File: src/rtl/mid_update_pkg.sv
// rtl/mid_update_pkg.sv - shared types and constants for the mid-layer weight update block
package mid_update_pkg;

  typedef enum logic [2:0] {
    ST_IDLE,
    ST_SCALE,
    ST_MUL,
    ST_DRAIN,
    ST_DONE
  } state_e;

  // Lane index: 0, 1, 2 map directly; 3 stands for input X12.
  typedef logic [1:0] lane_t;

  typedef struct packed {
    logic  valid;
    lane_t lane;
  } lane_tag_t;

  localparam lane_t LANE_X12 = 2'd3;

  localparam int DEF_MULT_LAT = 5;
  localparam int DEF_SUB_LAT  = 7;

  localparam logic [31:0] FP_ZERO = 32'h0000_0000;
  localparam logic [31:0] FP_ONE  = 32'h3F80_0000;

endpackage

File: src/rtl/fp_multiplier.sv
// rtl/fp_multiplier.sv - FP32 multiplier, round-to-nearest-even, denormals flushed to zero
module fp_multiplier #(
  parameter int LATENCY = 5
) (
  input  logic        clk_i,
  input  logic [31:0] a_i,
  input  logic [31:0] b_i,
  output logic [31:0] result_o
);

  localparam logic [31:0] QNAN = 32'h7FC0_0000;

  logic [31:0]        res;
  logic               sgn;
  logic [7:0]         ea, eb;
  logic [47:0]        prod;
  logic [24:0]        mant;
  logic               grd, stk;
  logic signed [9:0]  exp_v;
  logic [LATENCY-1:0][31:0] pipe_q;

  always_comb begin
    res   = 32'h0;
    sgn   = a_i[31] ^ b_i[31];
    ea    = a_i[30:23];
    eb    = b_i[30:23];
    prod  = {24'd0, 1'b1, a_i[22:0]} * {24'd0, 1'b1, b_i[22:0]};
    mant  = '0;
    grd   = 1'b0;
    stk   = 1'b0;
    exp_v = $signed({2'b00, ea}) + $signed({2'b00, eb}) - 10'sd127;
    if ((ea == 8'hFF && a_i[22:0] != '0) || (eb == 8'hFF && b_i[22:0] != '0)) begin
      res = QNAN;
    end else if (ea == 8'hFF || eb == 8'hFF) begin
      res = (ea == 8'h00 || eb == 8'h00) ? QNAN : {sgn, 8'hFF, 23'd0};
    end else if (ea == 8'h00 || eb == 8'h00) begin
      res = {sgn, 31'd0};
    end else begin
      if (prod[47]) begin
        mant  = {1'b0, prod[47:24]};
        grd   = prod[23];
        stk   = |prod[22:0];
        exp_v = exp_v + 10'sd1;
      end else begin
        mant = {1'b0, prod[46:23]};
        grd  = prod[22];
        stk  = |prod[21:0];
      end
      if (grd && (stk || mant[0])) begin
        mant = mant + 25'd1;
      end
      if (mant[24]) begin
        mant  = mant >> 1;
        exp_v = exp_v + 10'sd1;
      end
      if (exp_v <= 10'sd0) begin
        res = {sgn, 31'd0};
      end else if (exp_v >= 10'sd255) begin
        res = {sgn, 8'hFF, 23'd0};
      end else begin
        res = {sgn, exp_v[7:0], mant[22:0]};
      end
    end
  end

  always_ff @(posedge clk_i) begin
    pipe_q[0] <= res;
    for (int i = 1; i < LATENCY; i++) begin
      pipe_q[i] <= pipe_q[i-1];
    end
  end

  assign result_o = pipe_q[LATENCY-1];

endmodule

File: src/rtl/fp_subtractor.sv
// rtl/fp_subtractor.sv - FP32 subtractor a - b, round-to-nearest-even, denormals flushed to zero
module fp_subtractor #(
  parameter int LATENCY = 7
) (
  input  logic        clk_i,
  input  logic [31:0] a_i,
  input  logic [31:0] b_i,
  output logic [31:0] result_o
);

  localparam logic [31:0] QNAN = 32'h7FC0_0000;

  logic [31:0]        res, bn, big, sml;
  logic [7:0]         ea, eb, dexp;
  logic [26:0]        mb, ms, ms_sh, diff, norm;
  logic [27:0]        sum;
  logic [24:0]        mant;
  logic [4:0]         msb, lz;
  logic               is_zero;
  logic signed [9:0]  exp_v;
  logic [LATENCY-1:0][31:0] pipe_q;

  always_comb begin
    res     = 32'h0;
    bn      = {~b_i[31], b_i[30:0]};
    ea      = a_i[30:23];
    eb      = bn[30:23];
    big     = (bn[30:0] > a_i[30:0]) ? bn : a_i;
    sml     = (bn[30:0] > a_i[30:0]) ? a_i : bn;
    dexp    = big[30:23] - sml[30:23];
    mb      = {1'b1, big[22:0], 3'b000};
    ms      = {1'b1, sml[22:0], 3'b000};
    ms_sh   = '0;
    diff    = '0;
    sum     = '0;
    norm    = '0;
    mant    = '0;
    msb     = '0;
    lz      = '0;
    is_zero = 1'b0;
    exp_v   = $signed({2'b00, big[30:23]});
    if ((ea == 8'hFF && a_i[22:0] != '0) || (eb == 8'hFF && bn[22:0] != '0)) begin
      res = QNAN;
    end else if (ea == 8'hFF && eb == 8'hFF) begin
      res = (a_i[31] == bn[31]) ? a_i : QNAN;
    end else if (ea == 8'hFF || eb == 8'hFF) begin
      res = (ea == 8'hFF) ? a_i : bn;
    end else if (eb == 8'h00) begin
      res = a_i;
    end else if (ea == 8'h00) begin
      res = bn;
    end else begin
      // Bits shifted out of the smaller operand fold into a sticky LSB.
      if (dexp >= 8'd27) begin
        ms_sh = 27'd1;
      end else begin
        ms_sh    = ms >> dexp;
        ms_sh[0] = ms_sh[0] | (|(ms & ((27'd1 << dexp) - 27'd1)));
      end
      if (big[31] == sml[31]) begin
        sum = {1'b0, mb} + {1'b0, ms_sh};
        if (sum[27]) begin
          norm    = sum[27:1];
          norm[0] = norm[0] | sum[0];
          exp_v   = exp_v + 10'sd1;
        end else begin
          norm = sum[26:0];
        end
      end else begin
        diff = mb - ms_sh;
        if (diff == '0) begin
          is_zero = 1'b1;
        end
        for (int i = 0; i < 27; i++) begin
          if (diff[i]) begin
            msb = 5'(i);
          end
        end
        lz    = 5'd26 - msb;
        norm  = diff << lz;
        exp_v = exp_v - $signed({5'd0, lz});
      end
      mant = {1'b0, norm[26:3]};
      if (norm[2] && (norm[1] || norm[0] || norm[3])) begin
        mant = mant + 25'd1;
      end
      if (mant[24]) begin
        mant  = mant >> 1;
        exp_v = exp_v + 10'sd1;
      end
      if (is_zero) begin
        res = 32'h0;
      end else if (exp_v <= 10'sd0) begin
        res = {big[31], 31'd0};
      end else if (exp_v >= 10'sd255) begin
        res = {big[31], 8'hFF, 23'd0};
      end else begin
        res = {big[31], exp_v[7:0], mant[22:0]};
      end
    end
  end

  always_ff @(posedge clk_i) begin
    pipe_q[0] <= res;
    for (int i = 1; i < LATENCY; i++) begin
      pipe_q[i] <= pipe_q[i-1];
    end
  end

  assign result_o = pipe_q[LATENCY-1];

endmodule

File: src/rtl/lane_tag_pipe.sv
// rtl/lane_tag_pipe.sv - fixed-depth {valid, lane} delay line that follows an arithmetic pipeline
module lane_tag_pipe
  import mid_update_pkg::*;
#(
  parameter int DEPTH = 1
) (
  input  logic  clk_i,
  input  logic  rst_i,
  input  logic  valid_i,
  input  lane_t lane_i,
  output logic  valid_o,
  output lane_t lane_o
);

  lane_tag_t [DEPTH-1:0] pipe_q;

  always_ff @(posedge clk_i) begin
    if (rst_i) begin
      pipe_q <= '0;
    end else begin
      pipe_q[0] <= '{valid: valid_i, lane: lane_i};
      for (int i = 1; i < DEPTH; i++) begin
        pipe_q[i] <= pipe_q[i-1];
      end
    end
  end

  assign valid_o = pipe_q[DEPTH-1].valid;
  assign lane_o  = pipe_q[DEPTH-1].lane;

endmodule

File: src/rtl/mid_weight_update.sv
// rtl/mid_weight_update.sv - Wn = W - eta*delta*X for lanes 0,1,2,12 on one shared multiplier and subtractor
module mid_weight_update
  import mid_update_pkg::*;
#(
  parameter int MULT_LAT = DEF_MULT_LAT,
  parameter int SUB_LAT  = DEF_SUB_LAT
) (
  input  logic        iCLK,
  input  logic        iRST,
  input  logic        iSTART,
  input  logic [31:0] iETA,
  input  logic [31:0] iDELTA,
  input  logic [31:0] iX0,
  input  logic [31:0] iX1,
  input  logic [31:0] iX2,
  input  logic [31:0] iX12,
  input  logic [31:0] iWEIGHT_V0,
  input  logic [31:0] iWEIGHT_V1,
  input  logic [31:0] iWEIGHT_V2,
  input  logic [31:0] iWEIGHT_V12,
  output logic [31:0] oWEIGHT_V0,
  output logic [31:0] oWEIGHT_V1,
  output logic [31:0] oWEIGHT_V2,
  output logic [31:0] oWEIGHT_V12,
  output logic        oBUSY,
  output logic        oDONE
);

  state_e           state_q, state_d;
  logic [7:0]       cnt_q, cnt_d;
  logic [31:0]      eta_q, delta_q, k_q, k_d;
  logic [31:0]      hold_a_q, hold_b_q, mul_a, mul_b, mul_p, sub_a, sub_r;
  logic [3:0][31:0] x_q, w_q, wo_q;
  logic             latch;
  logic             mtag_in_valid, mtag_out_valid, stag_out_valid;
  lane_t            mtag_in_lane, mtag_out_lane, stag_out_lane;

  always_comb begin
    state_d       = state_q;
    cnt_d         = cnt_q;
    k_d           = k_q;
    mul_a         = hold_a_q;
    mul_b         = hold_b_q;
    mtag_in_valid = 1'b0;
    mtag_in_lane  = cnt_q[1:0];
    latch         = 1'b0;
    unique case (state_q)
      ST_IDLE: begin
        if (iSTART) begin
          latch   = 1'b1;
          cnt_d   = '0;
          state_d = ST_SCALE;
        end
      end
      ST_SCALE: begin
        mul_a = eta_q;
        mul_b = delta_q;
        if (cnt_q == 8'(MULT_LAT - 1)) begin
          cnt_d   = '0;
          state_d = ST_MUL;
        end else begin
          cnt_d = cnt_q + 8'd1;
        end
      end
      ST_MUL: begin
        // K arrives from the multiplier on the first MUL cycle; forward it while registering.
        mul_a         = (cnt_q == 8'd0) ? mul_p : k_q;
        mul_b         = x_q[cnt_q[1:0]];
        mtag_in_valid = 1'b1;
        if (cnt_q == 8'd0) begin
          k_d = mul_p;
        end
        if (cnt_q == 8'd3) begin
          cnt_d   = '0;
          state_d = ST_DRAIN;
        end else begin
          cnt_d = cnt_q + 8'd1;
        end
      end
      ST_DRAIN: begin
        if (stag_out_valid && stag_out_lane == LANE_X12) begin
          state_d = ST_DONE;
        end
      end
      ST_DONE: begin
        state_d = ST_IDLE;
      end
      default: begin
        state_d = ST_IDLE;
      end
    endcase
  end

  always_ff @(posedge iCLK) begin
    if (iRST) begin
      state_q  <= ST_IDLE;
      cnt_q    <= '0;
      k_q      <= FP_ZERO;
      hold_a_q <= FP_ZERO;
      hold_b_q <= FP_ZERO;
      eta_q    <= FP_ZERO;
      delta_q  <= FP_ZERO;
      x_q      <= '0;
      w_q      <= '0;
      wo_q     <= '0;
    end else begin
      state_q  <= state_d;
      cnt_q    <= cnt_d;
      k_q      <= k_d;
      hold_a_q <= mul_a;
      hold_b_q <= mul_b;
      if (latch) begin
        eta_q   <= iETA;
        delta_q <= iDELTA;
        x_q     <= {iX12, iX2, iX1, iX0};
        w_q     <= {iWEIGHT_V12, iWEIGHT_V2, iWEIGHT_V1, iWEIGHT_V0};
      end
      if (stag_out_valid) begin
        wo_q[stag_out_lane] <= sub_r;
      end
    end
  end

  fp_multiplier #(.LATENCY(MULT_LAT)) u_mul (
    .clk_i    (iCLK),
    .a_i      (mul_a),
    .b_i      (mul_b),
    .result_o (mul_p)
  );

  lane_tag_pipe #(.DEPTH(MULT_LAT)) u_mul_tag (
    .clk_i   (iCLK),
    .rst_i   (iRST),
    .valid_i (mtag_in_valid),
    .lane_i  (mtag_in_lane),
    .valid_o (mtag_out_valid),
    .lane_o  (mtag_out_lane)
  );

  assign sub_a = w_q[mtag_out_lane];

  fp_subtractor #(.LATENCY(SUB_LAT)) u_sub (
    .clk_i    (iCLK),
    .a_i      (sub_a),
    .b_i      (mul_p),
    .result_o (sub_r)
  );

  lane_tag_pipe #(.DEPTH(SUB_LAT)) u_sub_tag (
    .clk_i   (iCLK),
    .rst_i   (iRST),
    .valid_i (mtag_out_valid),
    .lane_i  (mtag_out_lane),
    .valid_o (stag_out_valid),
    .lane_o  (stag_out_lane)
  );

  assign oWEIGHT_V0  = wo_q[0];
  assign oWEIGHT_V1  = wo_q[1];
  assign oWEIGHT_V2  = wo_q[2];
  assign oWEIGHT_V12 = wo_q[3];
  assign oBUSY       = (state_q != ST_IDLE) && (state_q != ST_DONE);
  assign oDONE       = (state_q == ST_DONE);

endmodule

File: config.mk
export PLATFORM = sky130hd
export DESIGN_NAME = mid_weight_update
export DESIGN_NICKNAME = d
export VERILOG_FILES = /design/src/rtl/mid_update_pkg.sv /design/src/rtl/fp_multiplier.sv /design/src/rtl/fp_subtractor.sv /design/src/rtl/lane_tag_pipe.sv /design/src/rtl/mid_weight_update.sv
export SDC_FILE = /design/constraint.sdc
export NUM_CORES = 2
export LEC_CHECK = 0
export ABC_AREA = 1
export CORE_MARGIN = 5
export CORE_UTILIZATION = 65
export CTS_BUF_LIST = sky130_fd_sc_hd__clkbuf_8
export DETAILED_ROUTE_END_ITERATION = 12
export PLACE_DENSITY = 0.87
export RECOVER_POWER = 25
export SETUP_SLACK_MARGIN = 0.3
export SYNTH_ARGS = -nofsm -noshare
export SYNTH_HDL_FRONTEND = slang
export SYNTH_SLANG_ARGS = --single-unit
File: constraint.sdc
create_clock -name iCLK -period 19.6 [get_ports iCLK]
set_input_delay 4.9 -clock iCLK [delete_from_list [all_inputs] [get_ports iCLK]]
set_output_delay 4.9 -clock iCLK [all_outputs]
set_load 0.1 [all_outputs]
Word-level counts from Yosys, hierarchy flattened
Cells that the tools add are included.
Storage, ports and cells
  bits in registers: 975
  logic and storage cells: 278
Cells by class
  bitwise operators: 5
  shift-type cells: 3
  equality and inequality tests: 18
  mux-type cells: 135
  $lt $le $gt $ge: 10
  add/subtract/negate cells: 15
  multiply operators: 1
  reductions and logical operators: 36
Operators by type and width (number)
  two-way mux 32 bit: 15
  two-way mux 27 bit: 13
  two-way mux 25 bit: 13
  two-way mux 10 bit: 21
  two-way mux 31 bit: 5
  binary-select mux 32 bit (select 2 bit): 2
  bitwise mux 128 bit: 1
  case mux 32 bit (2 select lines): 2
  nonzero test 23 bit: 4
  two-way mux 5 bit: 17
  demux 32 bit (select 2 bit): 1
  multiplier 24 x 24 -> 48 bit: 1
  two-way mux 23 bit: 2
  zero test 8 bit: 5
  == test 8 bit, second input constant: 4
  two-way mux 4 bit: 8
  greater-than comparator 31 bit: 1
  adder 10 x 2 -> 10 bit, second input constant: 3
  adder 27 x 27 -> 28 bit: 1
  bitwise AND 27 bit: 1
  zero test 27 bit: 1
  OR reduction 27 bit: 1
  << shifter 1 x 8 -> 27 bit, first input constant: 1
  << shifter 27 x 5 -> 27 bit: 1
  other kinds (44): 99

Longest topological paths before layout
  depth in word-level cells: 80
  depth in mapped cells: 101
  depth with buffers taken out: 96

Cells and area by module
From an unflattened synthesis, not the netlist that was laid out.
Second synthesis, totals
  cell total of the unflattened synthesis: 9425
  area total of the unflattened synthesis: 68391.8 um2
Modules (own cells, without submodules)
  fp_multiplier: cells each 3801, times used 1, area each 27654.0 um2
  mid_weight_update: cells each 3066, times used 1, area each 22491.6 um2
  fp_subtractor: cells each 2443, times used 1, area each 17191.5 um2
  lane_tag_pipe (u_sub_tag): cells each 67, times used 1, area each 615.6 um2
  lane_tag_pipe (u_mul_tag): cells each 48, times used 1, area each 439.2 um2

Least setup slack after synthesis
OpenSTA, ideal clock, no wires.
  path kind: register to register
  start point: register cnt_q[1]
  end point: register u_mul.pipe_q[10] (netlist bit)
  cell stages (with the launch flop): 70
  buffers on the path: 10
  slack: 6.149 ns
  clock period less this slack: 13.451 ns
  data required time: 19.468 ns
  arrival time: 13.319 ns
  cells stage by stage: dfxtp_1 clkbuf_1 inv_1 clkbuf_1 clkbuf_1 buf_1 ha_1 nand3_1 clkinv_1 clkbuf_1 clkbuf_1 o21ai_0 nand2_1 clkbuf_1 nand2_1 fa_1 inv_1 fa_1 [34 not listed] clkbuf_1 nand2_1 o21ai_0 ha_1 nand3_1 nor2_1 nand3_1 nor3_1 nand2_1 xor2_1 inv_1 nor4_1 nand4_1 o311ai_0 nor2_1 clkinv_1 clkbuf_1 a21oi_1
On the way
  word-level cells in the longest chain between the ends: 24
Ends and longest elaborated chain
  start, declared: RTL line mid_weight_update.sv:30  | logic [7:0] cnt_q, cnt_d;
  start signal, assigned: RTL line mid_weight_update.sv:108  | cnt_q <= cnt_d;
  branches (longest 24 deep; another with multiplier 24 x 24 -> 48 bit)
  end signal, assigned by index: RTL line fp_multiplier.sv:69  | pipe_q[i] <= pipe_q[i-1];
  end, declared: RTL line fp_multiplier.sv:20  | logic [LATENCY-1:0][31:0] pipe_q;
Several ways; the timed one is not identified. The select of a mux whose other input is x is not followed.
A chain may end at the register's enable or synchronous reset.

Worst setup path in the final report
  start point: register u_mul_tag.pipe_q (netlist bit u_mul_tag.lane_o[0])
  end point: register u_sub.pipe_q[23] (netlist bit)
On the way
  word-level cells in the longest chain between the ends: 80
Ends and longest elaborated chain
  start, declared: RTL line lane_tag_pipe.sv:15  | lane_tag_t [DEPTH-1:0] pipe_q;
  start signal, assigned by index: RTL line lane_tag_pipe.sv:23  | pipe_q[i] <= pipe_q[i-1];
  binary-select mux 32 bit (select 2 bit) *: RTL line mid_weight_update.sv:140  | assign sub_a = w_q[mtag_out_lane];
  two-way mux 32 bit (not written as such) *: RTL line mid_weight_update.sv:140
  branches (longest 78 deep; another with greater-than comparator 31 bit)
  end signal, assigned by index: RTL line fp_subtractor.sv:106  | pipe_q[i] <= pipe_q[i-1];
  end, declared: RTL line fp_subtractor.sv:21  | logic [LATENCY-1:0][31:0] pipe_q;
Every way passes the cells marked *. The select of a mux whose other input is x is not followed.

==> results.toml <==
[synthesis]
yosysSeqAreaShare_pct = 31.2
yosysWarnings = 0
ys_async_sr_fraction_pct = 0
yosysUniqueCellTypes = 71
syn_area_mm2 = 0.0625
ys_ff_latch = 975
synth_top_family_by_area = "adder cells"
synthAdderAreaFrac_pct = 21.1
synth_nets = 9428
synthCells = 8343
synth_area_per_cell_um2 = 7.49
yosys.area_share.xor_xnor_pct = 2.23
synth_compound_area_share_pct = 14.4
synth_edf_count = 0
synth_mux_area_share_pct = 0.0821
ys.flop_type = "dfxtp_1"
synthSimpleGateAreaFrac_pct = 18.7

[clocking]
cts-buffers-inserted = 144
post_cts_buffers = 0
holdBufCountCts = 0
cts_tree = "built"
clk_latency_ns = 0.85
cts_root_buf = "clkbuf_8"
ctsResizeCount = 0
htree_levels = 4
cts_buffer_depth = 3
clkTransAtPathRegs_ns = 0.07
clock_sinks = 975

[sta]
setup_ws_ns = 3.54
worstMarginPinSlew_ns = 1.34
finalMaxSlewViolations = 0
finClkSkew_ns = 0.0528
slew_headroom_pct = 10.6
finalCritPeriodShare_pct = 82.0
setup_tns_ns = 0
period_minus_slack_ns = 16.06
setup_viol_count_final = 0
max_freq_ghz = 0.0623
rsz0062_at_grt = "no"
finalHoldViolCount = 0
holdWs_ns = 0.306

[drt]
vias = 59749
dr.first_iter.drc_count = 7485
wl_mm = 222
vias_per_cell = 5.97
wire_per_inst_um = 22.2
drt-pass1-iter-count = 9
postRouteAntennaNets = 0
post-route-drc-count = 0

[final_layout]
areaGrowthSynthToFinish_pct = 13.1
nNetsFinal = 9691
drive_above_1_share_pct = 5.31
num-fill-cells = 6795

[die]
die_h_um = 320
initial_utilization_pct = 65.7
ios = 453
rows = 113
die_area_mm2 = 0.102
coreArea_mm2 = 0.0952
fp.dieW_um = 320

[critical_path]
regToRegStartpoint = "u_mul_tag.lane_o[0]"
critical_path_class = "reg -> reg"
crit_fanout = 109
cpMostUsedCell = "nand2_1"
max_stage_delay_ns = 1.01
r2r_cells = 73
setup.worst_path.start_class = "flip-flop"
startpoint = "u_mul_tag.lane_o[0]"
crit_arrival_ns = 16.83
cp.required_ns = 20.37
cp-end-kind = "flip-flop"
cp_slowest_cell = "ha_1"

[place]
gp_congestion = 1.04
hpwl_mm = 166
port_buffers = 452
dp_slack_ns = 4.01

[global_route]
antenna_found_initial = 22
grt_max_degree = 230
grt_pass1_wl_mm = 334
track_usage_pct = 41.7
gr-total-overflow = 0
first_global_vias = 58576

[status]
status = "finished clean"

[worst_hold_path]
hp-class = "reg -> reg"
hold_path_depth = 0
hold_start = "u_sub.pipe_q[60]"

[run]
cap_violations = 0
-- per-layer routing --
metal / track usage (%) / vias up / share of wire, %
met4: 29.2 / 6 / 8.9
met5: 0 / - / 0.019
li1: - / 26645 / -
met2: 67.4 / 4094 / 45
met1: 49.0 / 27801 / 35
met3: 10.3 / 1203 / 11
-- synth_stat cells, types with 7 or more instances --
cell | number | area [um2]
a211oi_1 | 8 | 60.1
a21o_1 | 9 | 67.6
a21oi_1 | 703 | 3520
a221oi_1 | 20 | 175
a31oi_1 | 28 | 175
a32oi_1 | 25 | 219
buf_1 | 36 | 135
buf_2 | 32 | 160
buf_4 | 14 | 105
buf_6 | 8 | 90.1
clkbuf_1 | 333 | 1250
clkinv_1 | 7 | 26.3
dfxtp_1 | 975 | 19500
fa_1 | 485 | 9710
ha_1 | 277 | 3470
inv_1 | 1521 | 5710
inv_2 | 35 | 131
nand2_1 | 1461 | 5480
nand2_2 | 28 | 175
nand3_1 | 415 | 2080
nand3_2 | 13 | 130
nand3b_1 | 9 | 67.6
nand4_1 | 61 | 382
nor2_1 | 634 | 2380
nor2_2 | 20 | 125
nor3_1 | 58 | 290
nor4_1 | 36 | 225
o211ai_1 | 14 | 105
o21a_1 | 8 | 60.1
o21ai_0 | 777 | 3890
o21ai_1 | 29 | 145
o21ai_2 | 8 | 70.1
o21bai_1 | 10 | 75.1
o31ai_1 | 11 | 82.6
or2_2 | 7 | 43.8
xnor2_1 | 33 | 289
xor2_1 | 119 | 1040
-- flip-flops by register name (all words and copies together) (netlist names), 3 cells and up --
| register | count |
|---|---|
| u_mul.result_o | 32 |
| w_q | 128 |
| u_mul_tag.pipe_q | 12 |
| hold_a_q | 32 |
| u_sub_tag.pipe_q | 18 |
| oWEIGHT_V2 | 32 |
| u_mul.pipe_q | 128 |
| k_q | 32 |
| delta_q | 32 |
| oWEIGHT_V0 | 32 |
| u_sub.result_o | 32 |
| oWEIGHT_V1 | 32 |
| state_q | 3 |
| cnt_q | 8 |
| x_q | 128 |
| eta_q | 32 |
| hold_b_q | 32 |
| u_sub.pipe_q | 192 |
| oWEIGHT_V12 | 32 |
-- stage by stage --
step,util (%),instances,cell area [um2]
floorplan,-,8343,62500
global placement,71.0,9725,67600
detailed placement,71.0,9725,67600
CTS,74.2,9981,70600
global route,74.2,9998,70600
finish,74.3,10003,70700
-- path summary, 6_finish.rpt --
path / endpoint / slack, ns
setup / recovery: u_sub.pipe_q[23] / 3.54
hold / removal: u_sub.pipe_q[92] / 0.31
setup reg to reg: u_sub.pipe_q[23] / 3.54
hold reg to reg: u_sub.pipe_q[92] / 0.31
-- layout make-up --
class | instances | area, um2 | share of cell area (%)
clock inverter | 77 | 542 | 0.767
inverter | 1564 | 5880 | 8.32
multi-input combinational | 5378 | 35400 | 50.1
antenna | 22 | 55.1 | 0.0779
timing repair buffer | 543 | 5220 | 7.38
tap | 1265 | 1580 | 2.24
clock buffer | 179 | 2460 | 3.49
sequential | 975 | 19500 | 27.6
-- cell families after synthesis --
kind of cell	Yosys count
muxes	5
adders and majority gates	762
xor gates and xnor gates	156
AOI/OAI and AO/OA	1685
buffers and inverters	1990
DFF	975
and+or+nand+nor	2770
-- layout by cell type (no fill, tap or decap), types with 117 or more instances in the layout --
cell type	n
a21oi_1	703
clkbuf_8	179
clkdlybuf4s50_1	451
dfxtp_1	973
fa_1	485
ha_1	277
inv_1	1564
nand2_1	1460
nand3_1	413
nor2_1	632
o21ai_0	777
xor2_1	117
-- worst max-delay path, delay by kind of cell, from the launching register on --
| family | cells | cell delay, ns |
|---|---|---|
| AOI/OAI and AO/OA | 13 | 2.74 |
| xor gates and xnor gates | 2 | 1.05 |
| adders and majority gates | 4 | 1.94 |
| buffers and inverters | 8 | 2.18 |
| DFF | 1 | 0.35 |
| muxes | 1 | 0.25 |
| and+or+nand+nor | 45 | 7.48 |
Power is left out: the tool's default activity adds up to more than one toggle a clock period on the data nets, which glitch-free logic cannot reach.
